<file path="src/rtl/rtmq_stack_arbiter_if.sv">
// Requester-side bundle of the RTMQ stack arbiter: request handshake plus pop response.
interface rtmq_stack_arbiter_if #(
    parameter int unsigned N_REQ = 2,
    parameter int unsigned W_REG = 32
);
    logic [N_REQ-1:0]       req_vld;
    logic [N_REQ-1:0]       req_op;
    logic [N_REQ*W_REG-1:0] req_dat;
    logic [N_REQ-1:0]       req_rdy;
    logic [N_REQ-1:0]       rsp_vld;
    logic [W_REG-1:0]       rsp_dat;

    modport master (
        output req_vld, req_op, req_dat,
        input  req_rdy, rsp_vld, rsp_dat
    );

    modport slave (
        input  req_vld, req_op, req_dat,
        output req_rdy, rsp_vld, rsp_dat
    );
endinterface

</file>
<file path="src/rtl/rtmq_stack_arbiter.sv">
// Round-robin push/pop arbiter with occupancy tracking for one RTMQ hardware stack.
// Define RTMQ_STK_GUARD_EN to block overflowing pushes / underflowing pops and flag them.
module rtmq_stack_arbiter #(
    parameter int unsigned N_REQ = 2,
    parameter int unsigned W_REG = 32,
    parameter int unsigned N_DPT = 10,
    parameter int unsigned W_CNT = 4
) (
    input  logic                 clk,
    input  logic                 rst_n,
    rtmq_stack_arbiter_if.slave  bus,
    output logic                 stk_psh,
    output logic                 stk_pop,
    output logic [W_REG-1:0]     stk_din,
    input  logic [W_REG-1:0]     stk_top,
    output logic [W_CNT-1:0]     cnt,
    output logic                 full,
    output logic                 empty,
    output logic                 err_ovf,
    output logic                 err_unf,
    input  logic                 err_clr
);
    localparam int unsigned W_IDX = (N_REQ > 1) ? $clog2(N_REQ) : 1;

    logic [W_IDX-1:0] ptr_q, gnt_idx, cand;
    logic [N_REQ-1:0] gnt;
    logic             gnt_any;
    logic             push_hs, pop_hs, do_psh, do_pop, ovf_evt, unf_evt;
    logic [W_CNT-1:0] cnt_q, cnt_d;
    logic             full_q, empty_q;
    logic             psh_q, pop_q, pend_q, zero_q;
    logic [W_REG-1:0] din_q, rsp_dat_q;
    logic [W_IDX-1:0] own_q;
    logic [N_REQ-1:0] rsp_vld_q;

    // First valid requester strictly after the last granted one.
    always_comb begin
        gnt     = '0;
        gnt_idx = ptr_q;
        gnt_any = 1'b0;
        cand    = ptr_q;
        for (int unsigned k = 1; k <= N_REQ; k++) begin
            cand = W_IDX'((32'(ptr_q) + k) % N_REQ);
            if (!gnt_any && bus.req_vld[cand]) begin
                gnt_any = 1'b1;
                gnt_idx = cand;
            end
        end
        if (gnt_any) gnt[gnt_idx] = 1'b1;
    end

    assign push_hs = gnt_any & bus.req_op[gnt_idx];
    assign pop_hs  = gnt_any & ~bus.req_op[gnt_idx];

`ifdef RTMQ_STK_GUARD_EN
    assign ovf_evt = push_hs & full_q;
    assign unf_evt = pop_hs & empty_q;
`else
    assign ovf_evt = 1'b0;
    assign unf_evt = 1'b0;
`endif

    assign do_psh = push_hs & ~ovf_evt;
    assign do_pop = pop_hs & ~unf_evt;

    // Unguarded requests still strobe the stack, but the count saturates.
    always_comb begin
        cnt_d = cnt_q;
        if (do_psh && !full_q) begin
            cnt_d = cnt_q + 1'b1;
        end else if (do_pop && !empty_q) begin
            cnt_d = cnt_q - 1'b1;
        end
    end

    always_ff @(posedge clk or negedge rst_n) begin
        if (!rst_n) begin
            ptr_q     <= W_IDX'(N_REQ - 1);
            cnt_q     <= '0;
            full_q    <= 1'b0;
            empty_q   <= 1'b1;
            psh_q     <= 1'b0;
            pop_q     <= 1'b0;
            din_q     <= '0;
            pend_q    <= 1'b0;
            zero_q    <= 1'b0;
            own_q     <= '0;
            rsp_vld_q <= '0;
            rsp_dat_q <= '0;
        end else begin
            if (gnt_any) ptr_q <= gnt_idx;
            cnt_q   <= cnt_d;
            full_q  <= (cnt_d == W_CNT'(N_DPT));
            empty_q <= (cnt_d == '0);
            psh_q   <= do_psh;
            pop_q   <= do_pop;
            if (do_psh) din_q <= bus.req_dat[32'(gnt_idx) * W_REG +: W_REG];
            pend_q  <= pop_hs;
            zero_q  <= unf_evt;
            if (pop_hs) own_q <= gnt_idx;
            // stk_top is sampled during the strobe cycle, before the stack shifts.
            rsp_vld_q <= '0;
            if (pend_q) begin
                rsp_vld_q[own_q] <= 1'b1;
                rsp_dat_q        <= zero_q ? '0 : stk_top;
            end
        end
    end

`ifdef RTMQ_STK_GUARD_EN
    logic err_ovf_q, err_unf_q;

    always_ff @(posedge clk or negedge rst_n) begin
        if (!rst_n) begin
            err_ovf_q <= 1'b0;
            err_unf_q <= 1'b0;
        end else begin
            err_ovf_q <= ovf_evt | (err_ovf_q & ~err_clr);
            err_unf_q <= unf_evt | (err_unf_q & ~err_clr);
        end
    end

    assign err_ovf = err_ovf_q;
    assign err_unf = err_unf_q;
`else
    logic unused_err_clr;
    assign unused_err_clr = err_clr;
    assign err_ovf        = 1'b0;
    assign err_unf        = 1'b0;
`endif

    assign bus.req_rdy = gnt;
    assign bus.rsp_vld = rsp_vld_q;
    assign bus.rsp_dat = rsp_dat_q;
    assign stk_psh     = psh_q;
    assign stk_pop     = pop_q;
    assign stk_din     = din_q;
    assign cnt         = cnt_q;
    assign full        = full_q;
    assign empty       = empty_q;
endmodule

</file>
<file path="src/flat_wrapper.sv">
// flat-port wrapper written by rule: the top's interface ports become plain ports
module rtmq_stack_arbiter_flat 
#(
    parameter int unsigned N_REQ = 2,
    parameter int unsigned W_REG = 32,
    parameter int unsigned N_DPT = 10,
    parameter int unsigned W_CNT = 4
)
  (clk, rst_n, stk_psh, stk_pop, stk_din, stk_top, cnt, full, empty, err_ovf, err_unf, err_clr, bus_req_vld, bus_req_op, bus_req_dat, bus_req_rdy, bus_rsp_vld, bus_rsp_dat);
  rtmq_stack_arbiter_if #(.N_REQ(N_REQ), .W_REG(W_REG)) bus_i ();
  input  logic clk;
  input  logic rst_n;
  output logic stk_psh;
  output logic stk_pop;
  output logic [W_REG-1:0] stk_din;
  input  logic [W_REG-1:0] stk_top;
  output logic [W_CNT-1:0] cnt;
  output logic full;
  output logic empty;
  output logic err_ovf;
  output logic err_unf;
  input  logic err_clr;
  input wire logic [$bits(bus_i.req_vld)-1:0] bus_req_vld;
  input wire logic [$bits(bus_i.req_op)-1:0] bus_req_op;
  input wire logic [$bits(bus_i.req_dat)-1:0] bus_req_dat;
  output wire logic [$bits(bus_i.req_rdy)-1:0] bus_req_rdy;
  output wire logic [$bits(bus_i.rsp_vld)-1:0] bus_rsp_vld;
  output wire logic [$bits(bus_i.rsp_dat)-1:0] bus_rsp_dat;
  assign bus_i.req_vld = bus_req_vld;
  assign bus_i.req_op = bus_req_op;
  assign bus_i.req_dat = bus_req_dat;
  assign bus_req_rdy = bus_i.req_rdy;
  assign bus_rsp_vld = bus_i.rsp_vld;
  assign bus_rsp_dat = bus_i.rsp_dat;
  rtmq_stack_arbiter #(.N_REQ(N_REQ), .W_REG(W_REG), .N_DPT(N_DPT), .W_CNT(W_CNT)) u_core (.clk(clk), .rst_n(rst_n), .bus(bus_i), .stk_psh(stk_psh), .stk_pop(stk_pop), .stk_din(stk_din), .stk_top(stk_top), .cnt(cnt), .full(full), .empty(empty), .err_ovf(err_ovf), .err_unf(err_unf), .err_clr(err_clr));
endmodule
</file>
<file path="config.mk">
export PLATFORM = sky130hd
export DESIGN_NAME = rtmq_stack_arbiter_flat
export DESIGN_NICKNAME = d
export VERILOG_FILES = /design/src/rtl/rtmq_stack_arbiter_if.sv /design/src/rtl/rtmq_stack_arbiter.sv /design/src/flat_wrapper.sv
export SDC_FILE = /design/constraint.sdc
export NUM_CORES = 1
export LEC_CHECK = 0
export ABC_AREA = 0
export BUFFER_PORTS_ARGS = -buffer_cell sky130_fd_sc_hd__buf_2
export CORE_AREA = 2 2 105 107
export DETAILED_ROUTE_END_ITERATION = 8
export DIE_AREA = 0 0 107 109
export PLACE_DENSITY = 0.6
export SYNTH_ARGS = -nofsm -noshare
export SYNTH_HDL_FRONTEND = slang
export SYNTH_SLANG_ARGS = --single-unit
export TNS_END_PERCENT = 5
</file>
<file path="constraint.sdc">
create_clock -name clk -period 5.6 [get_ports clk]
set_input_delay 1.12 -clock clk [delete_from_list [all_inputs] [get_ports clk]]
set_output_delay 1.12 -clock clk [all_outputs]
set_load 0.03 [all_outputs]
</file>
# Yosys cells after proc, flatten, opt, wreduce, memory -nomap -nowiden

Cells that the tools add are included.

Input bits: 103
Output and inout port bits: 78
Flip-flop bits (word level): 76

Bitwise operators: 3
Eq/ne operators: 1
$add $sub $neg: 4
Reductions and logical operators: 9
Shift-type cells: 1
Multiplexer cells: 18
Magnitude comparators: 6

Operator list:

| operator              | number |
|---|---|
| $shiftx A64 B7 Y32    | 1 |
| $mux W1               | 12 |
| $lt A1 B2 Y1 const B  | 4 |
| $mux W4               | 2 |
| $logic_and A1 B1 Y1   | 5 |
| $add A4 B1 Y4 const B | 1 |
| $eq A4 B4 Y1 const B  | 1 |
| $logic_not A4 Y1      | 1 |
| $mux W2               | 2 |
| $sub A4 B1 Y4 const B | 1 |
| $logic_not A1 Y1      | 3 |
| $add A1 B1 Y1 const B | 2 |
| $and A1 B1 Y1         | 2 |
| $demux W1 S1          | 2 |
| $ge A1 B1 Y1 const B  | 2 |
| $not A1 Y1            | 1 |

# Logic depth before layout (Yosys ltp)

Word-level depth: 15
Mapped depth: 8

# Worst setup path after synthesis

No wires, ideal clock.

Kind: input to output
Start point: input port bus_req_vld[1]
End point: output port bus_req_rdy[0]
Arrival time: 1.519 ns
Path slack: 2.961 ns
Stages on the path: 2
Cell sequence: nand2b_1 -> and2_1

Cells in the longest elaborated chain, start to end: 11

RTL lines:

| element                                                            | RTL line                 | text |
|---|---|---|
| start, declared                                                    | flat_wrapper.sv:23       | `input wire logic [$bits(bus_i.req_vld)-1:0] bus_req_vld;` |
| $mux W1 (implied by the code) (2 in a row)                         | rtmq_stack_arbiter.sv:44 | `if (!gnt_any && bus.req_vld[cand]) begin` |
| $mux W1                                                            | rtmq_stack_arbiter.sv:44 |  |
| $logic_not A1 Y1                                                   | rtmq_stack_arbiter.sv:44 |  |
| $logic_and A1 B1 Y1                                                | rtmq_stack_arbiter.sv:44 |  |
| $mux W1                                                            | rtmq_stack_arbiter.sv:44 |  |
| $lt A1 B2 Y1 (implied by the code) or $ge A1 B1 Y1 (tied branches) | rtmq_stack_arbiter.sv:49 | `if (gnt_any) gnt[gnt_idx] = 1'b1;` |
| $logic_and A1 B1 Y1 (implied by the code)                          | rtmq_stack_arbiter.sv:49 |  |
| $mux W1 (implied by the code)                                      | rtmq_stack_arbiter.sv:49 |  |
| $demux W1 S1                                                       | n/a                      |  |
| $mux W2 (*)                                                        | rtmq_stack_arbiter.sv:49 |  |
| end, declared                                                      | flat_wrapper.sv:26       | `output wire logic [$bits(bus_i.req_rdy)-1:0] bus_req_rdy;` |

Mark *: on every way between the ends. The rest lies on a longest branch, timed or not. The select of a mux whose other input is x is not followed.

# Worst setup path after layout

Start point: input port bus_req_vld[1]
End point: output port bus_req_rdy[1]

Same word-level chain as after synthesis.

==> results_dict.tcl <==
set metrics [dict create \
    status "complete, no violations" \
    crit_required_ns 4.48 \
    yosysTopAreaCell "dfrtp_1" \
    final_common_cell "buf_2" \
    clk_path_buf_depth 2 \
    grt_pass1_vias 2451 \
    rsz0062_at_grt "false" \
    powerDensity_nw_per_um2 418 \
    total_power_mw 1.87 \
    via_count 2529 \
    overflow 0 \
    port-buffer-count 177 \
    synth.top_cells.by_area "dfrtp_1, mux2_2, mux2i_1" \
    cts_resized 0 \
    yosysSeqAreaShare 0.591 \
    cp_cell_sequence "buf_2 -> a21bo_1 -> inv_2 -> buf_2" \
    skew_ns 0.00782 \
    ys_types 34 \
    syn-cell-area_um2 3220 \
    max_freq_mhz 346 \
    drv_cap 0 \
    synthArstFlopShare 1.00 \
    areaGrowthSynthToFinish_pct 38.9 \
    final_cell_mix "buf_2, dfrtp_1, o21ai_0, nand2_1" \
    grt_usage 0.125 \
    path_clk_slew_ns 0.07 \
    drive_gt1_frac 0.525 \
    setup_ws_ns 2.71 \
    syn_avg_cell_area_um2 12.3 \
    setup_viol 0 \
    hold-worst-slack_ns 0.463 \
    crit_slowest_cell "a21bo_1" \
    hold_path_class "reg -> reg" \
    crit_path_max_incr_delay_ns 0.24 \
    p_leak_nw 2.31 \
    wl_per_cell_um 12.2 \
    vias_per_cell 4.33 \
    slew_headroom 0.371 \
    antenna_left 0 \
    fin_crit_sh 0.516 \
    final-max-slew-violation-count 0 \
    antenna_cells 0 \
    ys_warn_count 0 \
    die_x_um 107 \
    clock_latency_ns 0.34 \
    h-tree-depth 3 \
    cts_root_buf "clkbuf_8" \
    drc 0 \
    tightestPinTransition_ns 0.943 \
    cp.arrival_ns 1.77 \
    peakVddDrop_mv 0.150 \
    cp_common_cell "buf_2" \
    crit_type "in -> out" \
    nets 544 \
    hold_viol_final 0 \
    drt-total-wl_um 7100 \
    period_needed_ns 2.89 \
    core_area_um2 10600 \
    gp_congestion 0.747 \
    die_area_um2 11700 \
    grt_antenna_before_repair 0 \
    synth_edf_count 0 \
    die_h_um 109 \
    synth_seq_cells 76 \
    end_kind "primary output" \
    synth_cells 263 \
    crit_path_max_fanout 3 \
    cts_tree "built" \
    num_rows 38 \
    cts_buffers 9 \
    cts_setup_buffers 0 \
    drt_iter0_markers 66 \
    place_hpwl_um 5310 \
    fin_setup_tns_ns 0 \
    grt_max_degree 77 \
    grt_pass1_wl_um 11300 \
    dr.pass1.iters 4 \
    initial_core_util 0.304 \
    clock-sinks 76 \
    preCtsSetupSlack_ns 2.35 \
    postCtsHoldBufs 0 \
    crit_path_start_kind "input port" \
    synth_top_area_frac 0.575 \
    io-pin-count 181 \
    synth_ff_type "dfrtp_1" \
]
[final timing paths]
kind	startpoint	endpoint	slack (ns)	cells past startpoint
min reg2reg	u_core.own_q$_DFFE_PN0N_	u_core.bus.rsp_vld[0]$_DFF_PN0_	0.46	1
min in group asynchronous	rst_n	u_core.bus.rsp_dat[16]$_DFFE_PN0P_	0.92	1
max in group asynchronous	rst_n	u_core.bus.rsp_dat[24]$_DFFE_PN0P_	4.07	1
min	u_core.own_q$_DFFE_PN0N_	u_core.bus.rsp_vld[0]$_DFF_PN0_	0.46	1
max reg2reg	u_core.ptr_q$_DFFE_PN1N_	u_core.full$_DFF_PN0_	3.13	7
max	bus_req_vld[1]	bus_req_rdy[1]	2.71	4
[cell usage after synthesis (2+ instances only)]
master and number:
nand2_1 34, buf_4 3, mux2_2 32, buf_2 3, mux2i_1 32, clkbuf_1 9
nor2b_1 2, nor3_1 4, xnor2_1 3, and2_1 2, ha_1 2, dfrtp_1 74
dfstp_2 2, inv_1 6, nor2_1 3, o21ai_0 34
[state kept, by name, summed over array words and instances, names as in the netlist]
signal	flops
u_core.stk_din	32
u_core.stk_pop	1
u_core.bus.rsp_vld	2
u_core.full	1
u_core.ptr_q	1
u_core.cnt	4
u_core.stk_psh	1
u_core.empty	1
u_core.own_q	1
u_core.bus.rsp_dat	32
[power by group]
| group | switching, mW | leakage [nW] | internal (mW) |
|---|---|---|---|
| Sequential | 0.0726 | 0.911 | 0.672 |
| Clock | 0.191 | 0.107 | 0.263 |
| Combinational | 0.441 | 1.29 | 0.234 |
| Total | 0.704 | 2.31 | 1.17 |
[area by class of cell]
type	count	area, um2
repair buffers	180	911
flip-flops and latches	76	1900
multi-input cells	165	1240
well taps	140	175
inverters	7	26.3
clock buffers	12	145
fillers	1055	6120
clock inverters	4	72.6
[critical path: cells and delay by family]
| kind | cells | cell delay (ns) |
|---|---|---|
| AOI/OAI and AO/OA | 1 | 0.24 |
| buffers and inverters | 3 | 0.41 |
[per-layer routing]
layer / GRT usage / vias to the layer above / part of all wire
met5: 0 / - / 0
met4: 0.0445 / 0 / 0.012
met3: 0.0466 / 9 / 0.096
met2: 0.206 / 124 / 0.45
met1: 0.152 / 1140 / 0.44
li1: - / 1256 / -
[kinds of logic after synthesis]
group           Yosys count  synth area share
fa+ha+maj                 2           0.00776
other cells               1           0.00116
mux                      64             0.211
simple gates             50            0.0676
buf+inv                  23            0.0314
xor+xnor                  3           0.00815
compound gates           44            0.0819
flops                    76             0.591
[through the flow]
step / instances / area [um2] / utilization
2_1_floorplan: 264 / 3230 / -
3_3_place_gp: 568 / 4260 / 0.402
3_5_place_dp: 568 / 4260 / 0.402
4_1_cts: 584 / 4480 / 0.422
5_1_grt: 584 / 4480 / 0.422
6_report: 584 / 4480 / 0.422
(Power assumes the default switching activity.)
